## config.mk

```make
export PLATFORM = sky130hd
export DESIGN_NAME = kronos_lsu
export DESIGN_NICKNAME = d
export VERILOG_FILES = /design/src/rtl/kronos_lsu_pkg.sv /design/src/rtl/kronos_lsu_align.sv /design/src/rtl/kronos_lsu.sv
export SDC_FILE = /design/constraint.sdc
export NUM_CORES = 1
export LEC_CHECK = 0
export BUFFER_PORTS_ARGS = -buffer_cell sky130_fd_sc_hd__buf_2
export CAP_MARGIN = 20
export CORE_MARGIN = 5
export CORE_UTILIZATION = 45
export DETAILED_ROUTE_END_ITERATION = 6
export PLACE_DENSITY = 0.75
export SLEW_MARGIN = 5
export SYNTH_ARGS = -nofsm -noshare
export SYNTH_HDL_FRONTEND = slang
export SYNTH_SLANG_ARGS = --single-unit
```

## constraint.sdc

```tcl
create_clock -name clk -period 15.7 [get_ports clk]
set_input_delay 2.355 -clock clk [delete_from_list [all_inputs] [get_ports clk]]
set_output_delay 2.355 -clock clk [all_outputs]
set_load 0.01 [all_outputs]
```

## src/rtl/kronos_lsu_pkg.sv

```systemverilog
`default_nettype none
// ============================================================================
//  Module      : kronos_lsu_pkg
//  Description : Shared types, error-cause codes and decode helpers for the
//                Kronos load/store unit.
//  Revision    : 1.0 - initial release
// ============================================================================
package kronos_lsu_pkg;

    // Access width as seen by the LSU; the reserved encoding folds into WORD.
    typedef enum logic [1:0] {
        BYTE = 2'd0,
        HALF = 2'd1,
        WORD = 2'd2
    } lsu_size_e;

    // LSU control states.
    typedef enum logic [1:0] {
        IDLE = 2'd0,
        BUS  = 2'd1,
        RESP = 2'd2
    } lsu_state_e;

    // Exception cause codes reported on err_cause.
    localparam logic [1:0] C_ERR_LOAD_MISALIGN  = 2'd0;
    localparam logic [1:0] C_ERR_STORE_MISALIGN = 2'd1;
    localparam logic [1:0] C_ERR_LOAD_FAULT     = 2'd2;
    localparam logic [1:0] C_ERR_STORE_FAULT    = 2'd3;

    // One memory operation handed from EX to the LSU.
    typedef struct packed {
        logic        store;
        lsu_size_e   size;
        logic        is_unsigned;
        logic [31:0] addr;
        logic [31:0] wdata;
        logic [4:0]  rd;
    } pipeEXLSU_t;

    // Map the raw 2-bit size field onto the access width.
    function automatic lsu_size_e size_decode(input logic [1:0] raw);
        lsu_size_e s;
        case (raw)
            2'd0:    s = BYTE;
            2'd1:    s = HALF;
            default: s = WORD;
        endcase
        return s;
    endfunction

    // True when the low address bits do not match the access width.
    function automatic logic is_misaligned(input lsu_size_e size, input logic [1:0] off);
        logic m;
        case (size)
            HALF:    m = off[0];
            WORD:    m = (off != 2'b00);
            default: m = 1'b0;
        endcase
        return m;
    endfunction

endpackage : kronos_lsu_pkg
`default_nettype wire

```

## src/rtl/kronos_lsu_align.sv

```systemverilog
`default_nettype none
// ============================================================================
//  Module      : kronos_lsu_align
//  Description : Combinational byte-lane logic: store mask and lane
//                replication, load lane extraction and sign/zero extension.
//                Low address bits that do not fit the access width are
//                ignored, which forces the access aligned.
//  Revision    : 1.0 - initial release
// ============================================================================
module kronos_lsu_align
    import kronos_lsu_pkg::*;
(
    input  lsu_size_e   size,
    input  logic        is_unsigned,
    input  logic [1:0]  offset,
    input  logic [31:0] st_data,
    input  logic [31:0] ld_raw,
    output logic [3:0]  mask,
    output logic [31:0] st_lanes,
    output logic [31:0] ld_data
);

    logic [1:0]  w_off;
    logic [31:0] w_shifted;

    // Lane selection, store replication and load extension in one pass.
    always_comb begin
        w_off     = 2'b00;
        mask      = 4'b1111;
        st_lanes  = st_data;
        ld_data   = ld_raw;
        w_shifted = ld_raw;

        case (size)
            BYTE: begin
                w_off    = offset;
                mask     = 4'b0001 << offset;
                st_lanes = {4{st_data[7:0]}};
            end
            HALF: begin
                w_off    = {offset[1], 1'b0};
                mask     = offset[1] ? 4'b1100 : 4'b0011;
                st_lanes = {2{st_data[15:0]}};
            end
            default: begin
                w_off    = 2'b00;
                mask     = 4'b1111;
                st_lanes = st_data;
            end
        endcase

        w_shifted = ld_raw >> {w_off, 3'b000};

        case (size)
            BYTE:    ld_data = is_unsigned ? {24'd0, w_shifted[7:0]}
                                           : {{24{w_shifted[7]}}, w_shifted[7:0]};
            HALF:    ld_data = is_unsigned ? {16'd0, w_shifted[15:0]}
                                           : {{16{w_shifted[15]}}, w_shifted[15:0]};
            default: ld_data = w_shifted;
        endcase
    end

endmodule : kronos_lsu_align
`default_nettype wire

```

## src/rtl/kronos_lsu.sv

```systemverilog
`default_nettype none
// ============================================================================
//  Module      : kronos_lsu
//  Description : Load/store unit. Accepts one op per handshake, issues one
//                word-aligned bus transaction with byte mask, writes back
//                extended load data and reports misalignment / bus-timeout
//                exceptions. All outputs are registered.
//  Revision    : 1.0 - initial release
// ============================================================================
module kronos_lsu
    import kronos_lsu_pkg::*;
#(
    parameter int BUS_TIMEOUT = 255,
    parameter int ALIGN_CHECK = 1
)(
    input  logic        clk,
    input  logic        rst,

    input  logic        req_vld,
    output logic        req_rdy,
    input  logic        req_store,
    input  logic [1:0]  req_size,
    input  logic        req_unsigned,
    input  logic [31:0] req_addr,
    input  logic [31:0] req_wdata,
    input  logic [4:0]  req_rd,

    output logic [31:0] data_addr,
    output logic [31:0] data_wr_data,
    output logic [3:0]  data_mask,
    output logic        data_wr_en,
    output logic        data_req,
    input  logic [31:0] data_rd_data,
    input  logic        data_ack,

    output logic        regwr_en,
    output logic [4:0]  regwr_sel,
    output logic [31:0] regwr_data,

    output logic        done,
    output logic        err_vld,
    output logic [1:0]  err_cause,
    output logic [31:0] err_addr
);

    // The counter only ever holds 0 .. BUS_TIMEOUT-1.
    localparam int CW = (BUS_TIMEOUT > 1) ? $clog2(BUS_TIMEOUT) : 1;

    lsu_state_e  r_state;
    pipeEXLSU_t  r_op;
    logic [CW-1:0] r_cnt;

    pipeEXLSU_t  w_req;
    logic        w_in_idle;
    logic        w_misalign;
    logic        w_timeout;
    lsu_size_e   w_al_size;
    logic        w_al_unsigned;
    logic [1:0]  w_al_offset;
    logic [3:0]  w_mask;
    logic [31:0] w_st_lanes;
    logic [31:0] w_ld_data;

    // Bundle the incoming EX fields.
    always_comb begin
        w_req.store       = req_store;
        w_req.size        = size_decode(req_size);
        w_req.is_unsigned = req_unsigned;
        w_req.addr        = req_addr;
        w_req.wdata       = req_wdata;
        w_req.rd          = req_rd;
    end

    assign w_in_idle  = (r_state == IDLE);
    assign w_misalign = (ALIGN_CHECK != 0) && is_misaligned(w_req.size, w_req.addr[1:0]);

    // The lane logic serves the incoming op in IDLE (store mask/data) and
    // the held op afterwards (load extraction on ack).
    assign w_al_size     = w_in_idle ? w_req.size        : r_op.size;
    assign w_al_unsigned = w_in_idle ? w_req.is_unsigned : r_op.is_unsigned;
    assign w_al_offset   = w_in_idle ? w_req.addr[1:0]   : r_op.addr[1:0];

    kronos_lsu_align u_align (
        .size        (w_al_size),
        .is_unsigned (w_al_unsigned),
        .offset      (w_al_offset),
        .st_data     (w_req.wdata),
        .ld_raw      (data_rd_data),
        .mask        (w_mask),
        .st_lanes    (w_st_lanes),
        .ld_data     (w_ld_data)
    );

    // Watchdog expiry: the current BUS cycle is the last one allowed.
    generate
        if (BUS_TIMEOUT > 0) begin : g_wdog
            localparam logic [CW-1:0] C_CNT_LAST = CW'(BUS_TIMEOUT - 1);
            assign w_timeout = (r_cnt == C_CNT_LAST);
        end else begin : g_no_wdog
            assign w_timeout = 1'b0;
        end
    endgenerate

    // Control FSM with registered bus, writeback and exception outputs.
    always_ff @(posedge clk or posedge rst) begin
        if (rst) begin
            r_state      <= IDLE;
            r_op         <= '0;
            r_cnt        <= '0;
            req_rdy      <= 1'b1;
            data_addr    <= '0;
            data_wr_data <= '0;
            data_mask    <= '0;
            data_wr_en   <= 1'b0;
            data_req     <= 1'b0;
            regwr_en     <= 1'b0;
            regwr_sel    <= '0;
            regwr_data   <= '0;
            done         <= 1'b0;
            err_vld      <= 1'b0;
            err_cause    <= '0;
            err_addr     <= '0;
        end else begin
            done     <= 1'b0;
            err_vld  <= 1'b0;
            regwr_en <= 1'b0;

            case (r_state)
                IDLE: begin
                    if (req_vld) begin
                        r_op    <= w_req;
                        req_rdy <= 1'b0;
                        r_cnt   <= '0;
                        if (w_misalign) begin
                            // Fault straight away; the bus is never touched.
                            r_state   <= RESP;
                            done      <= 1'b1;
                            err_vld   <= 1'b1;
                            err_cause <= req_store ? C_ERR_STORE_MISALIGN : C_ERR_LOAD_MISALIGN;
                            err_addr  <= req_addr;
                        end else begin
                            r_state      <= BUS;
                            data_req     <= 1'b1;
                            data_addr    <= {req_addr[31:2], 2'b00};
                            data_mask    <= w_mask;
                            data_wr_data <= w_st_lanes;
                            data_wr_en   <= req_store;
                        end
                    end
                end

                BUS: begin
                    if (data_ack) begin
                        // Ack wins over a coincident timeout.
                        r_state    <= RESP;
                        data_req   <= 1'b0;
                        data_wr_en <= 1'b0;
                        done       <= 1'b1;
                        if (!r_op.store) begin
                            regwr_sel  <= r_op.rd;
                            regwr_data <= w_ld_data;
                            regwr_en   <= (r_op.rd != 5'd0);
                        end
                    end else if (w_timeout) begin
                        r_state    <= RESP;
                        data_req   <= 1'b0;
                        data_wr_en <= 1'b0;
                        done       <= 1'b1;
                        err_vld    <= 1'b1;
                        err_cause  <= r_op.store ? C_ERR_STORE_FAULT : C_ERR_LOAD_FAULT;
                        err_addr   <= r_op.addr;
                    end else if (BUS_TIMEOUT > 0) begin
                        r_cnt <= r_cnt + 1'b1;
                    end
                end

                RESP: begin
                    r_state <= IDLE;
                    req_rdy <= 1'b1;
                    r_cnt   <= '0;
                end

                default: begin
                    r_state <= IDLE;
                    req_rdy <= 1'b1;
                    r_cnt   <= '0;
                end
            endcase
        end
    end

endmodule : kronos_lsu
`default_nettype wire

```

==> qor.csv <==
metric,value,unit
outcome,finished clean,
finalWorstSetupSlack,10.93,ns
nets,1154,
finalCritPeriodShare,30.4,%
fin_cells,1322,
nFillCells,1758,
cts_tree,built,
ant_nets,0,
vias_per_cell,5.28,
final_util,55.9,%
synth-edff-count,0,
place_hpwl,15600,µm
die_h,150,µm
post_cts_buffers,0,
timing.rr.start,r_state[1],
start_util,45.4,%
yosys.area.top_type,dfrtp_1,
portBuffers,251,
die-area,0.0224,mm²
clkTransAtPathRegs,0.08,ns
worst_r2r_endpoint,data_addr[9],
io_pins,254,
hold_ws,0.474,ns
whs_endpoint,err_addr[20],
fmax,210,MHz
grt_pass1_vias,6842,
final_area,0.0108,mm²
rsz0062_at_grt,false,
grt_usage,20.2,%
required,15.96,ns
core-area,0.0193,mm²
grt_max_degree,117,
cp_max_fo,25,
synth.cell_area,0.00877,mm²
total_power,1.88,mW
wl_per_cell,17.2,µm
grt_antenna_before_repair,3,
postRouteWirelength,22700,µm
cts_made_buffers,17,
area_growth,23.3,%
cp-end-kind,register,
setup_viol,0,
cp.arrival,5.03,ns
slew_headroom,30.5,%
synth_top_area_share,55.0,%
cts_root_buf,clkbuf_16,
skew,0.0107,ns
drt_drc_violations_left,0,
power.density,174,mW/mm²
cts_sinks,194,
hold_class,register to register,
ys_warn_count,0,
synth_area_leaders,"dfrtp_1, nand2_1, mux2_2, mux2i_1, o21ai_0",
setup_tns,0,ns
hold_violations,0,
p_leak,5.34,nW
fin_crit,4.77,ns
regToRegSetupSlack,12.37,ns
synth.most_common_cell,nand2_1,
worst_pin_slew,1.04,ns
rr_worst_depth,4,
gp_congestion,0.814,
startpoint_type,input port,
h-tree-depth,4,
vias,6984,
ir_worst_vdd,84.8,µV
numPlacedInstances,1287,
ys_seq_area_share,55.3,%
min_from,err_addr[20],
netlist_instances,820,
synth_cell_types,51,
pre_cts_ws,10.50,ns
ys.flop_type,dfrtp_1,
clockBufferDepth,2,
ctsHoldBuffers,0,
placed_area,0.0102,mm²
drtPass1Iterations,5,
synthTopCellsByCount,"nand2_1, dfrtp_1, o21ai_0",
die_w,150,µm
drv_cap,0,
critical_path_class,input port to register,
drive_gt1_share,35.6,%
ys_async_sr_fraction,100,%
cts_resized,0,
overflow,0,
drv_slew,0,
grt_pass1_wl,36300,µm
drt_iter0_markers,429,
ys_seq_elements,194,
row_count,51,
clkLatencyLatePin,0.43,ns
min_delay_path_depth,2,
syn_avg_cell_area,10.7,µm²
==> how the worst max path moves through the flow <==
stage,startpoint,end,slack (ns),depth (start not counted)
finish,req_size[1],regwr_data[13],10.93,6
global route,req_size[1],regwr_data[24],10.81,6
CTS,req_size[1],regwr_data[21],10.95,6
detailed placement,req_size[1],regwr_data[23],10.50,6
global placement,req_size[1],regwr_data[11],10.62,6
floorplan,rst,data_addr[10],8.06,1
==> logic make-up (layout without fill, tap and decap cells) <==
logic type / Yosys count / after routing / share of synthesized area, %
xor+xnor: 5 / 5 / 0.499
mux: 121 / 121 / 15.1
flops: 194 / 194 / 55.3
compound gates: 180 / 180 / 13.4
buf+inv: 66 / 301 / 3.46
simple gates: 251 / 251 / 11.8
other cells: 1 / 3 / 0.0427
fa+ha+maj: 2 / 2 / 0.285
==> sequential cells by signal, summed over array words and instances (netlist names) <==
register	count
data_mask	4
done	1
regwr_en	1
err_addr	32
regwr_data	32
err_vld	1
r_state	2
data_wr_en	1
data_wr_data	32
regwr_sel	5
data_addr	30
req_rdy	1
err_cause	2
r_op	41
data_req	1
r_cnt	8
==> cell usage in the layout, fill, tap and decap left out, types with 3 or more instances in the layout <==
cell       instances
dfrtp_1          193
inv_8              3
inv_1              8
a22oi_1            9
mux2_2            60
mux2_4             8
nand2b_1           6
o21ai_1            6
xor2_1             5
nand3_1            3
buf_2            251
buf_4              8
a222oi_1           8
nand2_1          198
a21oi_1            5
a22o_1             4
o221ai_1          16
o211ai_1          32
mux2i_1           51
nor2_1            19
clkbuf_16         17
nand4_1            4
o21ai_0           87
inv_6              7
==> report_power, final <==
group	leakage, nW	switching [mW]	internal (mW)	total (mW)
registers	2.36	0.111	0.689	0.800
clock network	0.279	0.208	0.216	0.424
logic	2.71	0.366	0.288	0.654
total	5.34	0.685	1.19	1.88
==> metal layers <==
layer  global-route usage, %  wire length (µm)  vias up
li1                        -                 -     3339
met1                    27.4              9930     3384
met2                    32.2             10600      245
met3                    6.48              2060       12
met4                    3.84               131        4
met5                       0                27        -
==> layout make-up <==
cell class	count	area (µm²)	share of cell area, %
Clock buffer	18	439	4.06
Sequential cell	194	4860	44.9
Antenna cell	1	2.50	0.0231
Clock inverter	14	140	1.30
Multi-Input combinational cell	561	3660	33.8
Timing Repair Buffer	260	1340	12.4
Tap cell	265	332	3.07
Inverter	9	41.3	0.382
==> critical path: stages <==
cell      delay (ns)
buf_2           0.14
nor2_1          0.39
mux2i_2         0.38
or2_0           0.54
a221oi_4        1.00
o21ai_0         0.22
(Power assumes the default switching activity.)
